**src/rtl/prog_loader_pkg.sv**
```systemverilog
// Shared definitions for the byte-stream boot loader: command bytes, FSM states and targets.
// LOADER_CHECKSUM_EN (optional) enables the trailing XOR byte and the CHK state.
package prog_loader_pkg;

   localparam logic [7:0] CMD_LOAD_I = 8'hA1;
   localparam logic [7:0] CMD_LOAD_D = 8'hD1;
   localparam logic [7:0] CMD_RUN    = 8'h5A;
   localparam logic [7:0] CMD_HALT   = 8'hC3;

   typedef enum logic [2:0] {
      ST_IDLE   = 3'd0,
      ST_CNT_LO = 3'd1,
      ST_CNT_HI = 3'd2,
      ST_DATA   = 3'd3,
      ST_WRITE  = 3'd4,
      ST_RUN    = 3'd5,
      ST_ERR    = 3'd6,
      ST_CHK    = 3'd7
   } state_e;

   typedef enum logic {
      TGT_INSTR = 1'b0,
      TGT_DATA  = 1'b1
   } target_e;

   function automatic logic is_load_cmd(input logic [7:0] b);
      return (b == CMD_LOAD_I) || (b == CMD_LOAD_D);
   endfunction

endpackage

```
**src/rtl/prog_loader_if.sv**
```systemverilog
// Loader bus: inbound byte stream plus the BRAM write ports and run-control outputs.
// master = stream source / observer side, slave = the loader itself.
interface prog_loader_if #(
   parameter int ADDR_WIDTH = 10
);
   logic [7:0]            s_dat;
   logic                  s_valid;
   logic                  s_ready;
   logic [ADDR_WIDTH-1:0] i_w_addr;
   logic [31:0]           i_w_dat;
   logic                  i_w_enb;
   logic [ADDR_WIDTH-1:0] d_w_addr;
   logic [31:0]           d_w_dat;
   logic                  d_w_enb;
   logic                  pc_stall;
   logic                  i_r_enb;
   logic                  busy;
   logic                  err;

   modport master (
      output s_dat, s_valid,
      input  s_ready, i_w_addr, i_w_dat, i_w_enb, d_w_addr, d_w_dat, d_w_enb,
             pc_stall, i_r_enb, busy, err
   );

   modport slave (
      input  s_dat, s_valid,
      output s_ready, i_w_addr, i_w_dat, i_w_enb, d_w_addr, d_w_dat, d_w_enb,
             pc_stall, i_r_enb, busy, err
   );
endinterface

```
**src/rtl/prog_loader_byte_packer.sv**
```systemverilog
// 8->32 little-endian word assembler: the first byte of a word lands in [7:0].
// word_nxt/word_done are combinational so the caller can capture the full word on the 4th byte.
module byte_packer (
   input  logic        clk,
   input  logic        rst,
   input  logic        clr,
   input  logic        byte_vld,
   input  logic [7:0]  byte_in,
   output logic [31:0] word_nxt,
   output logic        word_done
);

   // Only the three most recent bytes need storing; the fourth arrives with word_done.
   logic [23:0] word_q, word_d;
   logic [1:0]  cnt_q, cnt_d;

   always_comb begin
      word_nxt  = {byte_in, word_q};
      word_done = byte_vld && (cnt_q == 2'd3);
      word_d    = word_q;
      cnt_d     = cnt_q;
      if (clr) begin
         word_d = '0;
         cnt_d  = '0;
      end else if (byte_vld) begin
         word_d = word_nxt[31:8];
         cnt_d  = cnt_q + 2'd1;
      end
   end

   always_ff @(posedge clk) begin
      if (!rst) begin
         word_q <= '0;
         cnt_q  <= '0;
      end else begin
         word_q <= word_d;
         cnt_q  <= cnt_d;
      end
   end

endmodule

```
**src/rtl/prog_loader.sv**
```systemverilog
// Framed byte-stream boot loader writing 32-bit words into instruction/data BRAMs and gating run.
// Optional trailing XOR checksum per frame when LOADER_CHECKSUM_EN is defined.
module prog_loader
   import prog_loader_pkg::*;
#(
   parameter int ADDR_WIDTH = 10,
   parameter int MAX_WORDS  = 256
) (
   input  logic         clk,
   input  logic         rst,
   prog_loader_if.slave bus
);

   state_e                state_q, state_d;
   target_e               tgt_q, tgt_d;
   logic [7:0]            cnt_lo_q, cnt_lo_d;
   logic [15:0]           count_q, count_d;
   logic [15:0]           word_idx_q, word_idx_d;
   logic [ADDR_WIDTH-1:0] addr_q, addr_d;
   logic [ADDR_WIDTH-1:0] i_w_addr_q, i_w_addr_d, d_w_addr_q, d_w_addr_d;
   logic [31:0]           i_w_dat_q, i_w_dat_d, d_w_dat_q, d_w_dat_d;
   logic                  i_w_enb_q, i_w_enb_d, d_w_enb_q, d_w_enb_d;
   logic                  pc_stall_q, pc_stall_d;
   logic                  i_r_enb_q, i_r_enb_d;
   logic                  err_q, err_d;
`ifdef LOADER_CHECKSUM_EN
   logic [7:0]            chk_q, chk_d;
`endif

   logic        s_ready, accept;
   logic        pack_vld, pack_clr, word_done;
   logic [31:0] word_nxt;
   logic [15:0] count_new;

   assign s_ready   = (state_q != ST_WRITE);
   assign accept    = bus.s_valid && s_ready;
   assign pack_vld  = accept && (state_q == ST_DATA);
   assign count_new = {bus.s_dat, cnt_lo_q};

   byte_packer u_packer (
      .clk       (clk),
      .rst       (rst),
      .clr       (pack_clr),
      .byte_vld  (pack_vld),
      .byte_in   (bus.s_dat),
      .word_nxt  (word_nxt),
      .word_done (word_done)
   );

   always_comb begin
      state_d    = state_q;
      tgt_d      = tgt_q;
      cnt_lo_d   = cnt_lo_q;
      count_d    = count_q;
      word_idx_d = word_idx_q;
      addr_d     = addr_q;
      i_w_addr_d = i_w_addr_q;
      i_w_dat_d  = i_w_dat_q;
      d_w_addr_d = d_w_addr_q;
      d_w_dat_d  = d_w_dat_q;
      i_w_enb_d  = 1'b0;
      d_w_enb_d  = 1'b0;
      pack_clr   = 1'b0;
`ifdef LOADER_CHECKSUM_EN
      chk_d      = chk_q;
`endif

      case (state_q)
         ST_IDLE: begin
            if (accept) begin
               if (is_load_cmd(bus.s_dat)) begin
                  state_d = ST_CNT_LO;
                  tgt_d   = (bus.s_dat == CMD_LOAD_D) ? TGT_DATA : TGT_INSTR;
               end else if (bus.s_dat == CMD_RUN) begin
                  state_d = ST_RUN;
               end else begin
                  state_d = ST_ERR;
               end
            end
         end
         ST_CNT_LO: begin
            if (accept) begin
               cnt_lo_d = bus.s_dat;
               state_d  = ST_CNT_HI;
            end
         end
         ST_CNT_HI: begin
            if (accept) begin
               count_d = count_new;
               if (count_new == 16'd0) begin
                  state_d = ST_IDLE;
               end else if ({16'd0, count_new} > MAX_WORDS) begin
                  state_d = ST_ERR;
               end else begin
                  state_d    = ST_DATA;
                  word_idx_d = '0;
                  addr_d     = '0;
                  pack_clr   = 1'b1;
`ifdef LOADER_CHECKSUM_EN
                  chk_d      = '0;
`endif
               end
            end
         end
         ST_DATA: begin
            if (accept) begin
`ifdef LOADER_CHECKSUM_EN
               chk_d = chk_q ^ bus.s_dat;
`endif
               // Strobe is registered here so it is high during the WRITE cycle.
               if (word_done) begin
                  state_d = ST_WRITE;
                  if (tgt_q == TGT_DATA) begin
                     d_w_enb_d  = 1'b1;
                     d_w_addr_d = addr_q;
                     d_w_dat_d  = word_nxt;
                  end else begin
                     i_w_enb_d  = 1'b1;
                     i_w_addr_d = addr_q;
                     i_w_dat_d  = word_nxt;
                  end
               end
            end
         end
         ST_WRITE: begin
            word_idx_d = word_idx_q + 16'd1;
            addr_d     = addr_q + ADDR_WIDTH'(4);
            if (word_idx_q == count_q - 16'd1) begin
`ifdef LOADER_CHECKSUM_EN
               state_d = ST_CHK;
`else
               state_d = ST_IDLE;
`endif
            end else begin
               state_d = ST_DATA;
            end
         end
`ifdef LOADER_CHECKSUM_EN
         ST_CHK: begin
            if (accept) begin
               state_d = (bus.s_dat == chk_q) ? ST_IDLE : ST_ERR;
            end
         end
`endif
         ST_RUN: begin
            if (accept && (bus.s_dat == CMD_HALT)) begin
               state_d = ST_IDLE;
            end
         end
         ST_ERR: begin
            state_d = ST_ERR;
         end
         default: begin
            state_d = ST_ERR;
         end
      endcase

      // Run-control outputs follow the state being entered, so they change on that edge.
      pc_stall_d = (state_d != ST_RUN);
      i_r_enb_d  = (state_d == ST_RUN);
      err_d      = (state_d == ST_ERR);
   end

   always_ff @(posedge clk) begin
      if (!rst) begin
         state_q    <= ST_IDLE;
         tgt_q      <= TGT_INSTR;
         cnt_lo_q   <= '0;
         count_q    <= '0;
         word_idx_q <= '0;
         addr_q     <= '0;
         i_w_addr_q <= '0;
         i_w_dat_q  <= '0;
         i_w_enb_q  <= 1'b0;
         d_w_addr_q <= '0;
         d_w_dat_q  <= '0;
         d_w_enb_q  <= 1'b0;
         pc_stall_q <= 1'b1;
         i_r_enb_q  <= 1'b0;
         err_q      <= 1'b0;
`ifdef LOADER_CHECKSUM_EN
         chk_q      <= '0;
`endif
      end else begin
         state_q    <= state_d;
         tgt_q      <= tgt_d;
         cnt_lo_q   <= cnt_lo_d;
         count_q    <= count_d;
         word_idx_q <= word_idx_d;
         addr_q     <= addr_d;
         i_w_addr_q <= i_w_addr_d;
         i_w_dat_q  <= i_w_dat_d;
         i_w_enb_q  <= i_w_enb_d;
         d_w_addr_q <= d_w_addr_d;
         d_w_dat_q  <= d_w_dat_d;
         d_w_enb_q  <= d_w_enb_d;
         pc_stall_q <= pc_stall_d;
         i_r_enb_q  <= i_r_enb_d;
         err_q      <= err_d;
`ifdef LOADER_CHECKSUM_EN
         chk_q      <= chk_d;
`endif
      end
   end

   assign bus.s_ready  = s_ready;
   assign bus.i_w_addr = i_w_addr_q;
   assign bus.i_w_dat  = i_w_dat_q;
   assign bus.i_w_enb  = i_w_enb_q;
   assign bus.d_w_addr = d_w_addr_q;
   assign bus.d_w_dat  = d_w_dat_q;
   assign bus.d_w_enb  = d_w_enb_q;
   assign bus.pc_stall = pc_stall_q;
   assign bus.i_r_enb  = i_r_enb_q;
   assign bus.err      = err_q;
   assign bus.busy     = (state_q == ST_CNT_LO) || (state_q == ST_CNT_HI) ||
                         (state_q == ST_DATA)   || (state_q == ST_WRITE)  ||
                         (state_q == ST_CHK);

endmodule

```
**src/flat_wrapper.sv**
```systemverilog
// flat-port wrapper written by rule: the top's interface ports become plain ports
module prog_loader_flat import prog_loader_pkg::*;
#(
   parameter int ADDR_WIDTH = 10,
   parameter int MAX_WORDS  = 256
)
  (clk, rst, bus_s_dat, bus_s_valid, bus_s_ready, bus_i_w_addr, bus_i_w_dat, bus_i_w_enb, bus_d_w_addr, bus_d_w_dat, bus_d_w_enb, bus_pc_stall, bus_i_r_enb, bus_busy, bus_err);
  prog_loader_if #(.ADDR_WIDTH(ADDR_WIDTH)) bus_i ();
  input  logic clk;
  input  logic rst;
  input wire logic [$bits(bus_i.s_dat)-1:0] bus_s_dat;
  input wire logic [$bits(bus_i.s_valid)-1:0] bus_s_valid;
  output wire logic [$bits(bus_i.s_ready)-1:0] bus_s_ready;
  output wire logic [$bits(bus_i.i_w_addr)-1:0] bus_i_w_addr;
  output wire logic [$bits(bus_i.i_w_dat)-1:0] bus_i_w_dat;
  output wire logic [$bits(bus_i.i_w_enb)-1:0] bus_i_w_enb;
  output wire logic [$bits(bus_i.d_w_addr)-1:0] bus_d_w_addr;
  output wire logic [$bits(bus_i.d_w_dat)-1:0] bus_d_w_dat;
  output wire logic [$bits(bus_i.d_w_enb)-1:0] bus_d_w_enb;
  output wire logic [$bits(bus_i.pc_stall)-1:0] bus_pc_stall;
  output wire logic [$bits(bus_i.i_r_enb)-1:0] bus_i_r_enb;
  output wire logic [$bits(bus_i.busy)-1:0] bus_busy;
  output wire logic [$bits(bus_i.err)-1:0] bus_err;
  assign bus_i.s_dat = bus_s_dat;
  assign bus_i.s_valid = bus_s_valid;
  assign bus_s_ready = bus_i.s_ready;
  assign bus_i_w_addr = bus_i.i_w_addr;
  assign bus_i_w_dat = bus_i.i_w_dat;
  assign bus_i_w_enb = bus_i.i_w_enb;
  assign bus_d_w_addr = bus_i.d_w_addr;
  assign bus_d_w_dat = bus_i.d_w_dat;
  assign bus_d_w_enb = bus_i.d_w_enb;
  assign bus_pc_stall = bus_i.pc_stall;
  assign bus_i_r_enb = bus_i.i_r_enb;
  assign bus_busy = bus_i.busy;
  assign bus_err = bus_i.err;
  prog_loader #(.ADDR_WIDTH(ADDR_WIDTH), .MAX_WORDS(MAX_WORDS)) u_core (.clk(clk), .rst(rst), .bus(bus_i));
endmodule
```
**config.mk**
```make
export PLATFORM = sky130hd
export DESIGN_NAME = prog_loader_flat
export DESIGN_NICKNAME = d
export VERILOG_FILES = /design/src/rtl/prog_loader_pkg.sv /design/src/rtl/prog_loader_if.sv /design/src/rtl/prog_loader_byte_packer.sv /design/src/rtl/prog_loader.sv /design/src/flat_wrapper.sv
export SDC_FILE = /design/constraint.sdc
export NUM_CORES = 1
export LEC_CHECK = 0
export CORE_MARGIN = 5
export CORE_UTILIZATION = 30
export DETAILED_ROUTE_END_ITERATION = 8
export PLACE_DENSITY_LB_ADDON = 0.08
export SLEW_MARGIN = 20
export SYNTH_ARGS = -nofsm -noshare
export SYNTH_HDL_FRONTEND = slang
export SYNTH_SLANG_ARGS = --single-unit
```
**constraint.sdc**
```tcl
create_clock -name clk -period 2.8 [get_ports clk]
set_clock_uncertainty 0.05 [all_clocks]
set_input_delay 0.56 -clock clk [delete_from_list [all_inputs] [get_ports clk]]
set_output_delay 0.56 -clock clk [all_outputs]
set_load 0.02 [all_outputs]
```
After elaboration in Yosys (flattened, before gate mapping)
Cells that the tools add are included.
{"block": "op_classes", "bitwise": 2, "n_mux": 27, "n_reduce_logical": 20, "addsub": 4, "eq_ne": 19, "magnitude_cmp": 1}
{"operator": "2-to-1 mux 16 bit", "n": 3}
{"operator": "case mux 16 bit (2 select lines)", "n": 1}
{"operator": "2-to-1 mux 10 bit", "n": 3}
{"operator": "2-to-1 mux 3 bit", "n": 9}
{"operator": "equality test 8 bit, second input constant", "n": 3}
{"operator": "case mux 10 bit (2 select lines)", "n": 1}
{"operator": "case mux 3 bit (6 select lines)", "n": 1}
{"operator": "adder 16 x 1 -> 16 bit, second input constant", "n": 1}
{"operator": "equality test 16 bit", "n": 1}
{"operator": "greater-than comparator 16 x 9 -> 1 bit, second input constant", "n": 1}
{"operator": "zero test 16 bit", "n": 1}
{"operator": "AND reduction 4 bit", "n": 4}
{"operator": "subtractor 16 x 1 -> 16 bit, second input constant", "n": 1}
{"operator": "equality test 3 bit, second input constant", "n": 5}
{"operator": "adder 10 x 3 -> 10 bit, second input constant", "n": 1}
{"operator": "equality test 8 x 7 -> 1 bit, second input constant", "n": 1}
{"operator": "2-to-1 mux 1 bit", "n": 7}
{"operator": "equality test 3 x 2 -> 1 bit, second input constant", "n": 2}
{"operator": "inequality test 3 bit, second input constant", "n": 2}
{"operator": "logical OR 1 bit", "n": 5}
{"operator": "logical AND 1 bit", "n": 4}
{"operator": "2-to-1 mux 2 bit", "n": 2}
{"operator": "inequality test 2 bit, second input constant", "n": 2}
{"operator": "AND reduction 2 bit", "n": 2}
{"operator": "9 further kinds", "n": 10}
{"block": "totals", "input_bits": 11, "regBits": 169, "output_inout_bits": 91}

Logic depth before layout (Yosys ltp)
Gate-level depths: netlist of run 1.
{"block": "depth", "depth_word": 8, "mapped_depth": 10, "mapped_depth_nobuf": 8}

Hierarchy
A second synthesis of run 1 with hierarchy kept.
{"block": "unflattened", "cells_unflattened": 838, "area_unflattened_um2": 6970.4}
{"mod": "prog_loader", "instances": 1, "area_each_um2": 5923.2, "cells_per_inst": 743, "seq_area_each_um2": 2742.6}
{"mod": "byte_packer", "instances": 1, "area_each_um2": 1047.3, "cells_per_inst": 95, "seq_area_each_um2": 520.5}

Least setup slack after synthesis of run 1
OpenSTA, ideal clock, no wires.
{"block": "synth_path", "path_type": "input port to flip-flop", "from": "input port bus_s_valid", "to": "register u_core.word_idx_q[15]", "stages": 8, "path_buffers": 2, "slack_ns": 0.472, "setup_time_ns": 0.128, "arrival_time_ns": 2.150, "path_cell_list": "clkbuf_1 inv_1 nor3b_4 a41oi_1 buf_2 nor4_1 xnor2_1 nor2_1"}
{"block": "synth_via", "elab_chain_cells": 3}
{"item": "start, declared", "line_no": "flat_wrapper.sv:12", "text": "input wire logic [$bits(bus_i.s_valid)-1:0] bus_s_valid;"}
{"item": "logical AND 1 bit", "line_no": "prog_loader.sv:36", "text": "assign accept = bus.s_valid && s_ready;"}
{"item": "inequality test 2 x 1 -> 1 bit (no line)"}
{"item": "AND reduction 4 bit (no line)"}
{"item": "end signal, assigned", "line_no": "prog_loader.sv:189", "text": "word_idx_q <= word_idx_d;"}
{"item": "end, declared", "line_no": "prog_loader.sv:18", "text": "logic [15:0] word_idx_q, word_idx_d;"}
Every way passes these cells.
A chain may end at the register's enable or synchronous reset.

Worst setup path after layout of run 1
{"block": "layout_path", "from": "register u_core.state_q[2]", "to": "output port bus_s_ready"}
{"block": "layout_via", "elab_chain_cells": 1}
{"item": "start, declared", "line_no": "prog_loader.sv:14", "text": "state_e state_q, state_d;"}
{"item": "start signal, assigned", "line_no": "prog_loader.sv:185", "text": "state_q <= state_d;"}
{"item": "inequality test 3 bit", "line_no": "prog_loader.sv:35", "text": "assign s_ready = (state_q != ST_WRITE);"}
{"item": "end, declared", "line_no": "flat_wrapper.sv:13", "text": "output wire logic [$bits(bus_i.s_ready)-1:0] bus_s_ready;"}
Every way passes these cells.

==> flow_metrics.py, run 1 <==
metrics = {
    "critical_path": {
        "critPathLaunch": "u_core.state_q[2]",
        "critPathCaptureType": "output port",
        "worstReg2RegStart": "u_core.count_q[0]",
        "critPathKind": "reg2out",
        "critPathLaunchType": "register",
        "required_ns": 2.19,
        "path_max_fanout": 9,
        "arrival_ns": 1.97,
    },
    "clock_tree": {
        "clk_latency_ns": 0.42,
        "cts_setup_buffers": 0,
        "clockRootBuffer": "clkbuf_16",
        "cts.sinks": 163,
        "cts_buffers": 17,
        "cts.path.max_buffers": 2,
        "cts_tree": "built",
        "htreeDepth": 4,
        "path_clk_slew_ns": 0.07,
    },
    "logic_synthesis": {
        "netlist_area_mm2": 0.00711,
        "yosysUniqueCellTypes": 60,
        "async_reset_ff_share_pct": 0,
        "syn_area_per_cell_um2": 8.21,
        "synth_ff_type": "dfxtp_1",
        "ys_ff_latch": 163,
        "yosysWarnings": 0,
        "synth-edff-count": 0,
        "yosysSeqAreaShare_pct": 45.9,
        "syn_inst": 866,
    },
    "cells_and_area": {
        "drive_gt1_share_pct": 9.18,
        "multiInputGateArea_mm2": 0.00354,
        "diodes": 0,
        "num-fill-cells": 2458,
        "area_growth_pct": 28.9,
        "final-seq-area_mm2": 0.00326,
        "final_common_cell": "nand2_1",
        "final_cell_mix": "nand2_1, dfxtp_1, a21boi_0",
        "fin_nets": 972,
    },
    "detailed_routing": {
        "num_vias": 5918,
        "drt_first_iter_violations": 330,
        "drt-pass1-iter-count": 6,
        "wl_mm": 20.2,
        "via_per_inst": 4.59,
        "postRouteAntennaNets": 0,
        "wire_per_inst_um": 15.6,
        "drc": 0,
    },
    "die": {
        "core_area_mm2": 0.0234,
        "die_w_um": 164,
        "placementRows": 56,
        "die_height_um": 164,
        "ios": 102,
        "dieArea_mm2": 0.0269,
        "start_util_pct": 30.4,
    },
    "power": {
        "internal_power_w": 0.00388,
        "p_leak_nw": 3.06,
        "sw_frac_of_total_pct": 27.6,
        "switchingPower_w": 0.00148,
        "power.density_mw_per_mm2": 585,
        "combPwrFrac_pct": 10.1,
        "p_clk_share_pct": 44.7,
        "seq_power_share_pct": 45.1,
        "peakVddDrop_v": 0.000338,
    },
    "global_routing": {
        "grt_pass1_vias": 5792,
        "antenna_found_initial": 0,
        "grt.busiest_layer": "met2",
        "track_usage_pct": 15.4,
        "gr-usage-met2_pct": 23.7,
        "grt-ovfl-total": 0,
        "grt_util_met3_pct": 4.04,
        "grt_max_degree": 54,
        "grt_first_pass_wirelength_mm": 32.5,
        "grt_use_met1_pct": 21.8,
    },
    "placed_design": {
        "io_buffers": 97,
        "place_hpwl_mm": 14.2,
        "place.gp.congestion": 0.732,
    },
    "status": {
        "status": "finished, final reports clean",
    },
    "hold_path": {
        "hp-class": "reg2reg",
        "hold_path_startpoint": "u_core.bus.d_w_dat[25]",
    },
    "sta": {
        "period_share_pct": 92.0,
        "period_needed_ns": 2.58,
        "relSlewSlack_pct": 61.6,
        "setup_viol": 0,
        "rsz0062_at_grt": "false",
        "final_max_slew_viol_count": 0,
        "timing.setup.tns_ns": 0,
        "max_clock_freq_mhz": 388,
        "tightest_slew_ns": 0.576,
        "hold_ws_ns": 0.406,
        "hold_viol": 0,
    },
    "run": {
        "max_cap_viol_count": 0,
    },
}
[power by group through the flow]
| stage | Sequential (W) | Combinational (W) | Clock (W) |
|---|---|---|---|
| after floorplan | 0.00244 | 0.000371 | 0 |
| after global placement | 0.00247 | 0.000551 | 0 |
| after detailed placement | 0.00247 | 0.000548 | 0 |
| after CTS | 0.00242 | 0.000551 | 0.00247 |
| after global routing | 0.00243 | 0.000601 | 0.00257 |
| final | 0.00242 | 0.000542 | 0.00240 |
[timing repair]
item                       in CTS  in global routing
resized for setup               1                  3
hold buffers                    0                  0
setup endpoints to repair       1                  2
[cell type report]
cell class | instances | share of cell area [%]
clock inverter | 15 | 2.10
inverter | 7 | 0.287
timing repair buffer | 136 | 14.3
tap | 319 | 4.36
sequential | 163 | 35.6
clock buffer | 17 | 4.64
multi-input combinational | 632 | 38.7
[flip-flops by register name, summed over array words and instances (netlist names)]
| signal | flops |
|---|---|
| u_core.addr_q | 8 |
| u_core.bus.d_w_addr | 8 |
| u_core.bus.d_w_dat | 32 |
| u_core.bus.d_w_enb | 1 |
| u_core.bus.err | 1 |
| u_core.bus.i_r_enb | 1 |
| u_core.bus.i_w_addr | 8 |
| u_core.bus.i_w_dat | 32 |
| u_core.bus.i_w_enb | 1 |
| u_core.bus.pc_stall | 1 |
| u_core.cnt_lo_q | 8 |
| u_core.count_q | 16 |
| u_core.state_q | 3 |
| u_core.tgt_q | 1 |
| u_core.u_packer.cnt_q | 2 |
| u_core.u_packer.word_q | 24 |
| u_core.word_idx_q | 16 |
[per-layer routing]
layer / up-vias / share of wire (%)
li1: 3060 / -
met1: 2754 / 51
met2: 94 / 44
met3: 10 / 4.4
met4: 0 / 0.91
met5: - / 0
[cell usage after synthesis (2+ instances only)]
| library cell | number | share of area, % |
|---|---|---|
| nand4_1 | 4 | 0.35 |
| nor3_1 | 14 | 0.99 |
| o31ai_1 | 3 | 0.32 |
| or3_1 | 2 | 0.18 |
| mux2i_1 | 3 | 0.42 |
| nand2_1 | 272 | 14 |
| nor3b_1 | 7 | 0.74 |
| nand3_1 | 13 | 0.91 |
| a21boi_0 | 105 | 11 |
| clkbuf_1 | 52 | 2.7 |
| a31oi_1 | 3 | 0.26 |
| xor2_1 | 13 | 1.6 |
| ha_1 | 4 | 0.70 |
| a21oi_1 | 35 | 2.5 |
| or4_4 | 3 | 0.47 |
| inv_1 | 7 | 0.37 |
| and2_1 | 3 | 0.26 |
| nor2b_1 | 9 | 0.79 |
| nor4b_2 | 4 | 0.84 |
| a21boi_1 | 2 | 0.21 |
| xnor2_1 | 30 | 3.7 |
| nand4b_1 | 2 | 0.25 |
| buf_2 | 6 | 0.42 |
| nand3b_1 | 3 | 0.32 |
| o21a_1 | 2 | 0.21 |
| buf_4 | 6 | 0.63 |
| nor4_1 | 9 | 0.79 |
| and3_1 | 8 | 0.70 |
| nor2_1 | 40 | 2.1 |
| or4_1 | 3 | 0.32 |
| o21ai_0 | 8 | 0.56 |
| dfxtp_1 | 163 | 46 |
[path summary, 6_finish.rpt]
kind,to,slack [ns],cells after the start
worst min-delay path,u_core.bus.d_w_dat[25],0.41,2
worst max-delay path,bus_s_ready,0.22,4
worst max register to register,u_core.state_q[1],0.34,8
worst min register to register,u_core.bus.d_w_dat[25],0.41,2
[critical path, cell delays in order (launching register included)]
cell             delay, ns
dfxtp_2               0.42
nor2b_1               0.24
nor2b_4               0.24
inv_1                 0.10
clkdlybuf4s50_1       0.55
[cells by family after synthesis]
kind of cell,after synthesis,share of synthesized area (%)
other,1,0.0527
and+or+nand+nor,406,25.9
adders and majority gates,4,0.704
muxes,3,0.422
AOI/OAI and AO/OA,172,17.1
xor gates and xnor gates,43,5.30
DFF,163,45.9
buffers and inverters,74,4.64
[metrics by stage]
| stage | util, % | area, um2 | worst slack, ns | instances | total power, W |
|---|---|---|---|---|---|
| 6_report | 39.2 | 9160 | 0.224 | 1289 | 0.00536 |
| 4_1_cts | 39.1 | 9160 | 0.00849 | 1289 | 0.00544 |
| 5_1_grt | 39.2 | 9160 | 0.0655 | 1289 | 0.00559 |
| 3_5_place_dp | 36.5 | 8530 | 0.0431 | 1257 | 0.00302 |
| 2_1_floorplan | - | 7120 | 0.472 | 869 | 0.00281 |
| 3_3_place_gp | 36.5 | 8530 | 0.0621 | 1257 | 0.00302 |
No activity file was read; power rests on OpenSTA's default activity.
==> run 2: changes to the inputs <==
==> constraint.sdc (replaced) <==
create_clock -name clk -period 2.7 [get_ports clk]
set_clock_uncertainty 0.05 [all_clocks]
set_input_delay 0.54 -clock clk [delete_from_list [all_inputs] [get_ports clk]]
set_output_delay 0.54 -clock clk [all_outputs]
set_load 0.02 [all_outputs]
==> run 2 against run 1 <==
Compared with the run above: cell count grew 0.31%; non-clock buffer count grew 4; die area is the same; sequential power grew 4%; worst setup slack lost 0.0025 ns; total power grew 1.1%; first-iteration DRC count shrank 23%; flip-flop and latch count is the same; clock-buffer cell count grew 1; global-route usage shrank 0.18 points; critical path type unchanged.
==> flow_metrics.py, run 2 (same netlist as run 1, synthesis figures left out) <==
metrics = {
    "status": {
        "status": "finished, final reports clean",
    },
    "clock_tree": {
        "path_clk_slew_ns": 0.07,
        "cts.path.max_buffers": 2,
        "cts_setup_buffers": 0,
        "cts.sinks": 163,
        "cts_buffers": 17,
        "cts_tree": "built",
        "ctsHoldBuffers": 0,
        "post_cts_resized": 1,
        "clk_latency_ns": 0.43,
        "htreeDepth": 4,
        "clockRootBuffer": "clkbuf_16",
    },
    "cells_and_area": {
        "fin_nets": 976,
        "num-fill-cells": 2522,
        "final_util_pct": 39.1,
        "drive_gt1_share_pct": 9.34,
        "diodes": 0,
        "final_cell_mix": "nand2_1, dfxtp_1, a21boi_0",
        "final_common_cell": "nand2_1",
        "area_growth_pct": 28.6,
    },
    "placed_design": {
        "place_hpwl_mm": 14.2,
        "place.gp.congestion": 0.748,
        "dp_slack_ns": 0.00805,
        "io_buffers": 97,
    },
    "die": {
        "ios": 102,
        "start_util_pct": 30.4,
        "die_w_um": 164,
        "core_area_mm2": 0.0234,
        "dieArea_mm2": 0.0269,
        "placementRows": 56,
        "die_height_um": 164,
    },
    "hold_path": {
        "hp-class": "reg2reg",
        "whs_path_depth": 2,
        "hold_path_startpoint": "u_core.bus.d_w_dat[25]",
        "min_to": "u_core.bus.d_w_dat[25]",
    },
    "global_routing": {
        "grt-ovfl-total": 0,
        "track_usage_pct": 15.2,
        "grt_max_degree": 59,
        "antenna_found_initial": 0,
        "grt_pass1_vias": 5811,
        "grt_util_met3_pct": 3.46,
        "grt_use_met1_pct": 22.0,
        "gr-usage-met2_pct": 22.8,
        "grt_first_pass_wirelength_mm": 32.5,
        "grt.busiest_layer": "met2",
    },
    "critical_path": {
        "critPathCaptureType": "output port",
        "path_max_fanout": 9,
        "critPathLaunchType": "register",
        "worstReg2RegStart": "u_core.count_q[0]",
        "timing.rr.end": "u_core.state_q[1]",
        "required_ns": 2.11,
        "reg2reg_depth": 8,
        "rrSetupSlack_ns": 0.26,
        "arrival_ns": 1.89,
        "critPathLaunch": "u_core.state_q[2]",
        "critPathKind": "reg2out",
    },
    "power": {
        "sw_frac_of_total_pct": 27.8,
        "p_clk_share_pct": 43.4,
        "seq_power_share_pct": 46.3,
        "peakVddDrop_v": 0.000359,
        "p_leak_nw": 3.03,
        "internal_power_w": 0.00391,
        "switchingPower_w": 0.00150,
        "power.density_mw_per_mm2": 592,
        "combPwrFrac_pct": 10.3,
    },
    "run": {
        "max_cap_viol_count": 0,
    },
    "detailed_routing": {
        "wire_per_inst_um": 15.6,
        "drc": 0,
        "drt-pass1-iter-count": 4,
        "num_vias": 5968,
        "via_per_inst": 4.62,
        "postRouteAntennaNets": 0,
        "drt_first_iter_violations": 255,
        "wl_mm": 20.2,
    },
    "sta": {
        "setup_viol": 0,
        "final_max_slew_viol_count": 0,
        "timing.final.ws_setup_ns": 0.222,
        "hold_viol": 0,
        "period_needed_ns": 2.48,
        "timing.setup.tns_ns": 0,
        "rsz0062_at_grt": "false",
        "max_clock_freq_mhz": 404,
        "period_share_pct": 91.8,
    },
}
[run 2: cell types whose count changed in the layout (fill, tap and decap cells not counted), moves of 2 or more]
| cell | previous run | this run |
|---|---|---|
| buf_4 | 35 | 38 |
| clkinv_4 | 3 | 0 |
| clkinv_8 | 5 | 2 |
| inv_8 | 3 | 5 |
| clkinvlp_4 | 1 | 4 |
[run 2: layout make-up]
class                      instances  area, um2  area share, %
inverter                           7       26.3          0.287
tap                              319        399           4.36
clock inverter                    14        141           1.55
multi-input combinational        632       3540           38.7
timing repair buffer             140       1350           14.8
sequential                       163       3260           35.7
clock buffer                      18        429           4.69
[run 2: stage by stage]
stage | instance area (um2) | cells | hold slack (ns) | power (W)
2_1_floorplan | 7120 | 869 | 0.390 | 0.00292
5_1_grt | 9150 | 1293 | 0.405 | 0.00565
6_report | 9150 | 1293 | 0.411 | 0.00542
3_5_place_dp | 8580 | 1261 | 0.398 | 0.00313
4_1_cts | 9150 | 1293 | 0.390 | 0.00549
3_3_place_gp | 8580 | 1261 | 0.400 | 0.00313
[run 2: worst max-delay path by stage]
stage | end | cells after the start
2_1_floorplan | u_core.word_idx_q[15] | 8
4_1_cts | bus_s_ready | 4
6_report | bus_s_ready | 4
5_1_grt | u_core.state_q[1] | 8
3_3_place_gp | u_core.state_q[1] | 8
3_5_place_dp | u_core.addr_q[9] | 8
[run 2: routing by layer]
metal,up-vias,wire (um)
li1,3068,-
met5,-,0
met3,16,1030
met4,0,265
met2,118,8650
met1,2766,10300
[run 2: power groups by stage]
stage               registers (W)  clock network, W  logic (W)
global placement          0.00256                 0   0.000572
floorplan                 0.00253                 0   0.000384
global route              0.00252           0.00251   0.000624
CTS                       0.00250           0.00242   0.000568
detailed placement        0.00256                 0   0.000571
finish                    0.00251           0.00235   0.000558
[run 2: critical path, cell delays in order, from the launching register on]
cell and delay, ns:
dfxtp_2 0.42, nor2b_1 0.22, nor2b_1 0.19, inv_1 0.10, clkdlybuf4s50_1 0.55
